`config.mk`:
```
export PLATFORM = sky130hd
export DESIGN_NAME = cv32e41s_log_event_arbiter
export DESIGN_NICKNAME = d
export VERILOG_FILES = /design/src/rtl/cv32e41s_log_event_arbiter.sv
export SDC_FILE = /design/constraint.sdc
export NUM_CORES = 1
export LEC_CHECK = 0
export ABC_AREA = 1
export CORE_UTILIZATION = 50
export DETAILED_ROUTE_END_ITERATION = 8
export GPL_TIMING_DRIVEN = 0
export PLACE_DENSITY = 0.76
export SLEW_MARGIN = 30
export SYNTH_ARGS = -nofsm -noshare
export SYNTH_HDL_FRONTEND = slang
export SYNTH_SLANG_ARGS = --single-unit
export TNS_END_PERCENT = 1
```
`constraint.sdc`:
```
create_clock -name clk_i -period 1.95 [get_ports clk_i]
set_clock_uncertainty 0.05 [all_clocks]
set_input_delay 0.585 -clock clk_i [delete_from_list [all_inputs] [get_ports clk_i]]
set_output_delay 0.585 -clock clk_i [all_outputs]
set_load 0.01 [all_outputs]
```
`src/rtl/cv32e41s_log_event_arbiter.sv`:
```
// cv32e41s_log_event_arbiter
//
// Shares one log/trace sink between N_SRC fire-and-forget event sources.
// Each source pulse {pc, hart[3:0]} is captured into a 1-entry per-source slot.
// A round-robin arbiter moves one held event per cycle into a DEPTH-entry FIFO.
// The FIFO drains to the sink over a valid/ready handshake. The pipeline is never
// stalled: an event that cannot be held is dropped and reported on drop_o.
//
// Optional feature: define CV32E41S_LOG_DROP_CNT_EN to add drop_cnt_o, a saturating
// 16-bit count of dropped events.
//
// Ports:
//   clk_i, rst_ni  clock, asynchronous active-low reset
//   evt_valid_i    per-source single-cycle event pulse
//   evt_pc_i       per-source PC, source k on [32k+31:32k]
//   mhartid_i      hart id, bits [3:0] stored with each event
//   log_valid_o    FIFO head valid
//   log_ready_i    sink accepts head
//   log_src_o      source index of head entry
//   log_pc_o       PC of head entry
//   log_hart_o     hart id captured with head entry
//   fifo_level_o   FIFO occupancy
//   drop_o         registered pulse: at least one event lost in the previous cycle
//   drop_cnt_o     (CV32E41S_LOG_DROP_CNT_EN only) saturating drop count
module cv32e41s_log_event_arbiter #(
  parameter int unsigned N_SRC = 2,
  parameter int unsigned DEPTH = 4
) (
  input  logic                                     clk_i,
  input  logic                                     rst_ni,
  input  logic [N_SRC-1:0]                         evt_valid_i,
  input  logic [N_SRC*32-1:0]                      evt_pc_i,
  input  logic [31:0]                              mhartid_i,
  output logic                                     log_valid_o,
  input  logic                                     log_ready_i,
  output logic [((N_SRC > 1) ? $clog2(N_SRC) : 1)-1:0] log_src_o,
  output logic [31:0]                              log_pc_o,
  output logic [3:0]                               log_hart_o,
  output logic [$clog2(DEPTH):0]                   fifo_level_o,
  output logic                                     drop_o
`ifdef CV32E41S_LOG_DROP_CNT_EN
  ,
  output logic [15:0]                              drop_cnt_o
`endif
);

  localparam int unsigned SRCW = (N_SRC > 1) ? $clog2(N_SRC) : 1;
  localparam int unsigned AW   = $clog2(DEPTH);
  localparam int unsigned LW   = AW + 1;

  // Per-source holding slots
  logic [N_SRC-1:0] pend_q, pend_d;
  logic [N_SRC-1:0] cap;
  logic [N_SRC-1:0] drop_vec;
  logic [31:0]      slot_pc_q   [N_SRC];
  logic [3:0]       slot_hart_q [N_SRC];

  // Round-robin pointer and grant
  logic [SRCW-1:0]  rr_q, rr_d;
  logic             gnt_valid;
  logic [SRCW-1:0]  gnt_idx;

  // FIFO storage
  logic [SRCW-1:0]  fifo_src_q  [DEPTH];
  logic [31:0]      fifo_pc_q   [DEPTH];
  logic [3:0]       fifo_hart_q [DEPTH];
  logic [AW-1:0]    rd_ptr_q, wr_ptr_q;
  logic [LW-1:0]    level_q;

  logic             drop_q;
  logic             pop;
  logic             push_ok;

  logic             unused_hart;
  assign unused_hart = ^mhartid_i[31:4];

  assign pop     = log_valid_o & log_ready_i;
  // A pop in the same cycle frees the slot the push needs.
  assign push_ok = (level_q < LW'(DEPTH)) | pop;

  // Search pend starting at rr_q, wrapping modulo N_SRC.
  always_comb begin
    int unsigned j;
    gnt_valid = 1'b0;
    gnt_idx   = '0;
    j         = 0;
    if (push_ok) begin
      for (int unsigned i = 0; i < N_SRC; i++) begin
        j = (32'(rr_q) + i) % N_SRC;
        if (!gnt_valid && pend_q[j]) begin
          gnt_valid = 1'b1;
          gnt_idx   = SRCW'(j);
        end
      end
    end
  end

  always_comb begin
    rr_d = rr_q;
    if (gnt_valid) begin
      rr_d = SRCW'((32'(gnt_idx) + 1) % N_SRC);
    end
  end

  // A new pulse lands if the slot is empty or is being emptied by this cycle's grant.
  always_comb begin
    pend_d   = pend_q;
    cap      = '0;
    drop_vec = '0;
    if (gnt_valid) begin
      pend_d[gnt_idx] = 1'b0;
    end
    for (int unsigned k = 0; k < N_SRC; k++) begin
      if (evt_valid_i[k]) begin
        if (!pend_q[k] || (gnt_valid && (gnt_idx == SRCW'(k)))) begin
          cap[k]    = 1'b1;
          pend_d[k] = 1'b1;
        end else begin
          drop_vec[k] = 1'b1;
        end
      end
    end
  end

  always_ff @(posedge clk_i or negedge rst_ni) begin
    if (!rst_ni) begin
      pend_q <= '0;
      rr_q   <= '0;
      drop_q <= 1'b0;
      for (int unsigned k = 0; k < N_SRC; k++) begin
        slot_pc_q[k]   <= '0;
        slot_hart_q[k] <= '0;
      end
    end else begin
      pend_q <= pend_d;
      rr_q   <= rr_d;
      drop_q <= |drop_vec;
      for (int unsigned k = 0; k < N_SRC; k++) begin
        if (cap[k]) begin
          slot_pc_q[k]   <= evt_pc_i[32*k +: 32];
          slot_hart_q[k] <= mhartid_i[3:0];
        end
      end
    end
  end

  always_ff @(posedge clk_i or negedge rst_ni) begin
    if (!rst_ni) begin
      rd_ptr_q <= '0;
      wr_ptr_q <= '0;
      level_q  <= '0;
      for (int unsigned d = 0; d < DEPTH; d++) begin
        fifo_src_q[d]  <= '0;
        fifo_pc_q[d]   <= '0;
        fifo_hart_q[d] <= '0;
      end
    end else begin
      if (gnt_valid) begin
        fifo_src_q[wr_ptr_q]  <= gnt_idx;
        fifo_pc_q[wr_ptr_q]   <= slot_pc_q[gnt_idx];
        fifo_hart_q[wr_ptr_q] <= slot_hart_q[gnt_idx];
        wr_ptr_q              <= wr_ptr_q + AW'(1);
      end
      if (pop) begin
        rd_ptr_q <= rd_ptr_q + AW'(1);
      end
      if (gnt_valid && !pop) begin
        level_q <= level_q + LW'(1);
      end else if (!gnt_valid && pop) begin
        level_q <= level_q - LW'(1);
      end
    end
  end

`ifdef CV32E41S_LOG_DROP_CNT_EN
  logic [15:0] drop_cnt_q;
  logic [16:0] drop_sum;

  always_comb begin
    drop_sum = {1'b0, drop_cnt_q};
    for (int unsigned k = 0; k < N_SRC; k++) begin
      drop_sum = drop_sum + 17'(drop_vec[k]);
    end
  end

  always_ff @(posedge clk_i or negedge rst_ni) begin
    if (!rst_ni) begin
      drop_cnt_q <= '0;
    end else if (drop_sum[16]) begin
      drop_cnt_q <= 16'hFFFF;
    end else begin
      drop_cnt_q <= drop_sum[15:0];
    end
  end

  assign drop_cnt_o = drop_cnt_q;
`endif

  assign log_valid_o  = (level_q != '0);
  assign log_src_o    = fifo_src_q[rd_ptr_q];
  assign log_pc_o     = fifo_pc_q[rd_ptr_q];
  assign log_hart_o   = fifo_hart_q[rd_ptr_q];
  assign fifo_level_o = level_q;
  assign drop_o       = drop_q;

endmodule
```
# Yosys cells after proc, flatten, opt, wreduce, memory -nomap -nowiden
# Cells that the tools add are included.
# classes
order_cmp	9
mux	52
bitwise	8
add_sub_neg	6
n_reduce_logical	17
# op_table
operator	n
$mux W32	6
$bwmux W128	1
$bmux W32 S2	1
$demux W32 S2	1
$mux W1	27
$mux W4	6
$bwmux W16	1
$bmux W4 S2	1
$demux W4 S2	1
$logic_and A1 B1 Y1	7
$ge A3 B3 Y1 const B	2
$lt A1 B2 Y1 const B	3
$mux W3	2
$not A2 Y3	2
$logic_not A1 Y1	5
$add A2 B1 Y2 const B	2
$bwmux W4	1
$add A3 B1 Y3 const B	1
$lt A3 B1 Y1 const B	1
$lt A3 B3 Y1 const B	1
$reduce_bool A3 Y1	1
$sub A3 B1 Y3 const B	1
$add A1 B1 Y1 const B	2
$and A2 B2 Y2	1
14 further kinds	15
# word_totals
in_bits	101
reg_bits	231

# Longest topological paths before layout
# depth
depth_word	17
ltp_mapped	10
depth_no_buf	10

# Least setup slack after synthesis
# Ideal clock, no wire load.
# synth_path
path_type	input to register
startpoint	input port log_ready_i
endpoint	register level_q[1] (netlist: fifo_level_o[1])
setup_slack_ps	-186
setup_time_ps	125
required_time_ps	1775
n_path_buf	0
stages	8
t_arrival_ps	1962
cell_sequence	inv_1 nand2_2 o21ai_4 inv_1 ha_1 inv_1 fa_1 mux2_2
# synth_via
elab_chain_len	6
# synth_rtl
element	line_no	rtl
from (decl)	35	input logic log_ready_i,
$and A1 B1 Y1 (*)	77	assign pop = log_valid_o & log_ready_i;
$or A1 B1 Y1 (*)	79	assign push_ok = (level_q < LW'(DEPTH)) | pop;
$mux W1 (*)	87	if (push_ok) begin
net gnt_valid	60	logic gnt_valid;
$logic_not A1 Y1	169	end else if (!gnt_valid && pop) begin
$logic_and A1 B1 Y1	169	
$reduce_bool A2 Y1 (no source line)	-	
to (signal assigned)	168	level_q <= level_q + LW'(1);
to (signal assigned)	170	level_q <= level_q - LW'(1);
to (decl)	68	logic [LW-1:0] level_q;
# The timed path passes the listed nets; every way through them passes the cells marked *.
# A chain may end at the register's enable or synchronous reset.

# Worst setup path after layout
# layout_path
startpoint	register rd_ptr_q[0]
endpoint	output port log_pc_o[17]
# layout_via
elab_chain_len	4
# layout_rtl
element	line_no	rtl
from (decl)	67	logic [AW-1:0] rd_ptr_q, wr_ptr_q;
from (signal assigned)	165	rd_ptr_q <= rd_ptr_q + AW'(1);
$not A2 Y3 (implied by the code)	201	assign log_pc_o = fifo_pc_q[rd_ptr_q];
$bmux W32 S2	201	
$mux W32 (implied by the code) (2 in a row)	201	
to (decl)	37	output logic [31:0] log_pc_o,
# No other way between the ends. The select of a mux whose other input is x is not followed.

==> run_results.csv <==
group,metric,value,unit
status,failed_checks,"hold timing, setup timing",
global_routing,grt_pass1_wl,53.3,mm
global_routing,antenna_found_initial,0,
synth,synthCells,1367,
worst_setup_path,crit_slowest_cell,"dfrtp_1",
timing,maxSlewViolCount,0,
floorplanning,die_h,150,um
worst_setup_path,slowest_delay,0.41,ns
layout,fin_nets,1630,
route,wirelength,33.6,mm
power_and_ir_drop,power,26800,uW
route,dr.pass1.iters,5,
placement,place_hpwl,22.8,mm
timing,timing.final.hold_violations,9,
layout,antennaDiodeCount,0,
timing,setup_viol,39,
worst_setup_path,path_buf_inv,6,
placement,gp_congestion,0.925,
clocking,ctsHoldBuffers,0,
timing,hold_slack,-0.0207,ns
layout,final_area,13600,um2
global_routing,grt_pass1_vias,9927,
floorplanning,core,21300,um2
synth,ys_types,26,
timing,fin_setup_tns,-21.06,ns
timing,final.setup.worst_slack,-0.681,ns
route,drc_errors,0,
synth,avgSynthCellArea,8.03,um2
floorplanning,rows,53,
worst_setup_path,path_delay_family,"buffers and inverters",
synth,synth_seq_area_share,52.7,%
clocking,clk_latency,0.53,ns
floorplanning,die-width,150,um
worst_setup_path,critPathKind,"reg2out",
placement,placed_cell_area,12600,um2
worst_setup_path,cp_max_fo,5,
route,ant_nets,0,
placement,dp_cells,1758,
floorplanning,initial_utilization,51.5,%
floorplanning,dieArea,22500,um2
worst_hold_path,hold_path_class,"in2async",
timing,maxSlewHeadroom,59.8,%
power_and_ir_drop,peakVddDrop,0.805,mV
layout,final_layout_size_suffix_gt1_share,15.0,%
global_routing,grt_usage,31.2,%
synth,synth_warnings,0,
route,routedWlPerCell,18.5,um
placement,port_buffers,114,
worst_setup_path,critPathArrivalTime,2.00,ns
clocking,cts.clk_slew.worst_paths,0.06,ns
clocking,cts_buffer_depth,3,
power_and_ir_drop,leakagePower,0.00710,uW
global_routing,grt_overflow,0,
timing,fin_crit_sh,135,%
timing,finalCriticalPeriod,2.63,ns
synth,syn-num-nets,1474,
worst_setup_path,cpMostUsedCell,"buf_6",
clocking,cts.sinks,231,
layout,n_fill_cell,1789,
synth,synth-seq-cells,231,
global_routing,grt_max_degree,85,
layout,final_cells,1812,
worst_setup_path,required,1.31,ns
job,cap_viol_max_count,0,
status,status,"finished with violations",
worst_setup_path,end_kind,"output port",
route,vias,10300,
worst_setup_path,crit_path_start_kind,"flop",
timing,worstMarginPinSlew,0.604,ns
clocking,cts_htree_levels,1,
worst_setup_path,crit_chain,"buf_6, inv_4, buf_6, buf_8, buf_12, nor2_2, o22ai_2, buf_2",
clocking,root_buffer,"clkbuf_16",
synth,syn_area,11000,um2
placement,place_ws,-1.13,ns
clocking,numCtsBuffers,25,
route,viasPerCell,5.69,
floorplanning,io_pins,143,
timing,max_freq,0.380,GHz
power_and_ir_drop,power.density_cell_area,1960,nW/um2
route,drt_first_iter_violations,1235,
timing,grt_setup_unrepaired,"yes",
clocking,cts_tree,"yes",
layout,syn_to_final_growth,24.4,%
-- flip-flops by register name (all words and copies together) (netlist names) --
signal        flops
fifo_hart_q      16
slot_pc_q        64
drop_o            1
slot_hart_q       8
pend_q            2
fifo_src_q        4
wr_ptr_q          2
rd_ptr_q          2
rr_q              1
fifo_level_o      3
fifo_pc_q       128
-- power by group --
| group | leakage [uW] | switching [uW] | internal, uW |
|---|---|---|---|
| sequential | 0.00287 | 1320 | 7120 |
| combinational | 0.00384 | 8770 | 5000 |
| clock | 0.000390 | 1930 | 2650 |
-- path summary, 6_finish.rpt --
path,start,end,slack (ns),cells past startpoint
setup reg to reg,pend_q[1],fifo_level_o[1],-0.12,6
hold reg to reg,slot_hart_q[2],slot_hart_q[2],0.42,2
setup / recovery,rd_ptr_q[0],log_pc_o[17],-0.68,8
hold / removal,rst_ni,slot_pc_q[60],-0.02,1
max in group asynchronous,rst_ni,fifo_hart_q[1],1.05,2
min in group clk_i,slot_hart_q[2],slot_hart_q[2],0.42,2
-- kinds of logic (layout without fill, tap and decap cells) --
family                     Yosys count  count (layout)  synth area share (%)
AOI/OAI and AO/OA                  121             121                  6.04
buffers and inverters              183             353                  7.74
adders and majority gates            6               6                 0.753
muxes                                1               1                 0.103
and+or+nand+nor                    820             820                  32.3
xor gates and xnor gates             5               5                 0.399
DFF                                231             231                  52.7
-- repair_timing --
| item | in CTS | in global routing |
|---|---|---|
| gates cloned | 4 | 0 |
| gates resized for setup | 253 | 34 |
| endpoints found under the setup margin | 157 | 80 |
| setup buffers | 10 | 0 |
| pin swaps | 24 | 16 |
-- layer usage --
layer	part of all wire, %	GRT usage, %	wire (um)	up-vias
met3	10	7.03	3460	93
met2	45	48.2	15200	538
met5	0	0	0	-
met1	41	43.6	13800	4906
li1	-	-	-	4770
met4	3.3	10.3	1100	0
-- cell usage after synthesis --
library cell | number | area [um2]
nor2_1 | 75 | 282
mux2_2 | 1 | 11.3
nor2_4 | 4 | 45.0
clkbuf_1 | 25 | 93.8
fa_1 | 1 | 20.0
dfrtp_1 | 231 | 5780
nand2_2 | 3 | 18.8
nand3_1 | 182 | 911
buf_4 | 10 | 75.1
buf_1 | 8 | 30.0
buf_2 | 40 | 200
buf_6 | 10 | 113
xor2_1 | 4 | 35.0
inv_1 | 86 | 323
o21ai_4 | 1 | 16.3
xnor2_1 | 1 | 8.76
o22ai_1 | 37 | 231
o21ai_0 | 81 | 405
nand4_1 | 73 | 457
or2_2 | 1 | 6.26
nand2_1 | 480 | 1800
o21ai_1 | 1 | 5.00
inv_2 | 4 | 15.0
a21oi_1 | 1 | 5.00
ha_1 | 5 | 62.6
nand3_2 | 2 | 20.0
-- cells in the final DEF, fill, tap and decap left out, types with 4 or more instances in the layout --
cell type        count
clkbuf_2             4
o21ai_0             60
inv_1               81
clkinv_2             6
o22ai_1             22
buf_6               12
buf_2               74
o21ai_2              4
dfrtp_1            228
nand2_1            478
clkdlybuf4s50_1     70
buf_1                8
clkbuf_16           26
clkbuf_1             9
nand3_1            182
dlygate4sd2_1        4
buf_4               19
clkbuf_8            11
nor2_1              65
nor2_2              10
buf_12               4
nor2_4               4
clkbuf_4             4
nand4_1             73
ha_1                 4
buf_8                5
xor2_1               4
o22ai_2             15
nand2_2              4
inv_2                5
o21ai_1             18
-- stage by stage --
stage,hold WS [ns],util (%)
final,-0.0207,64.1
after global routing,0.0210,64.1
after CTS,0.0124,64.2
after detailed placement,0.408,59.0
after global placement,0.405,58.7
after floorplan,0.239,-
-- layout make-up --
type | instances | area, um2 | area share [%]
inverter | 90 | 358 | 2.62
clock buffer | 33 | 706 | 5.17
sequential | 231 | 5780 | 42.4
tap | 275 | 344 | 2.52
clock inverter | 8 | 68.8 | 0.504
buffer | 93 | 686 | 5.03
timing repair buffer | 129 | 1190 | 8.72
multi-input combinational | 953 | 4510 | 33.0
Note: power is estimated with default switching activity, not from simulation.
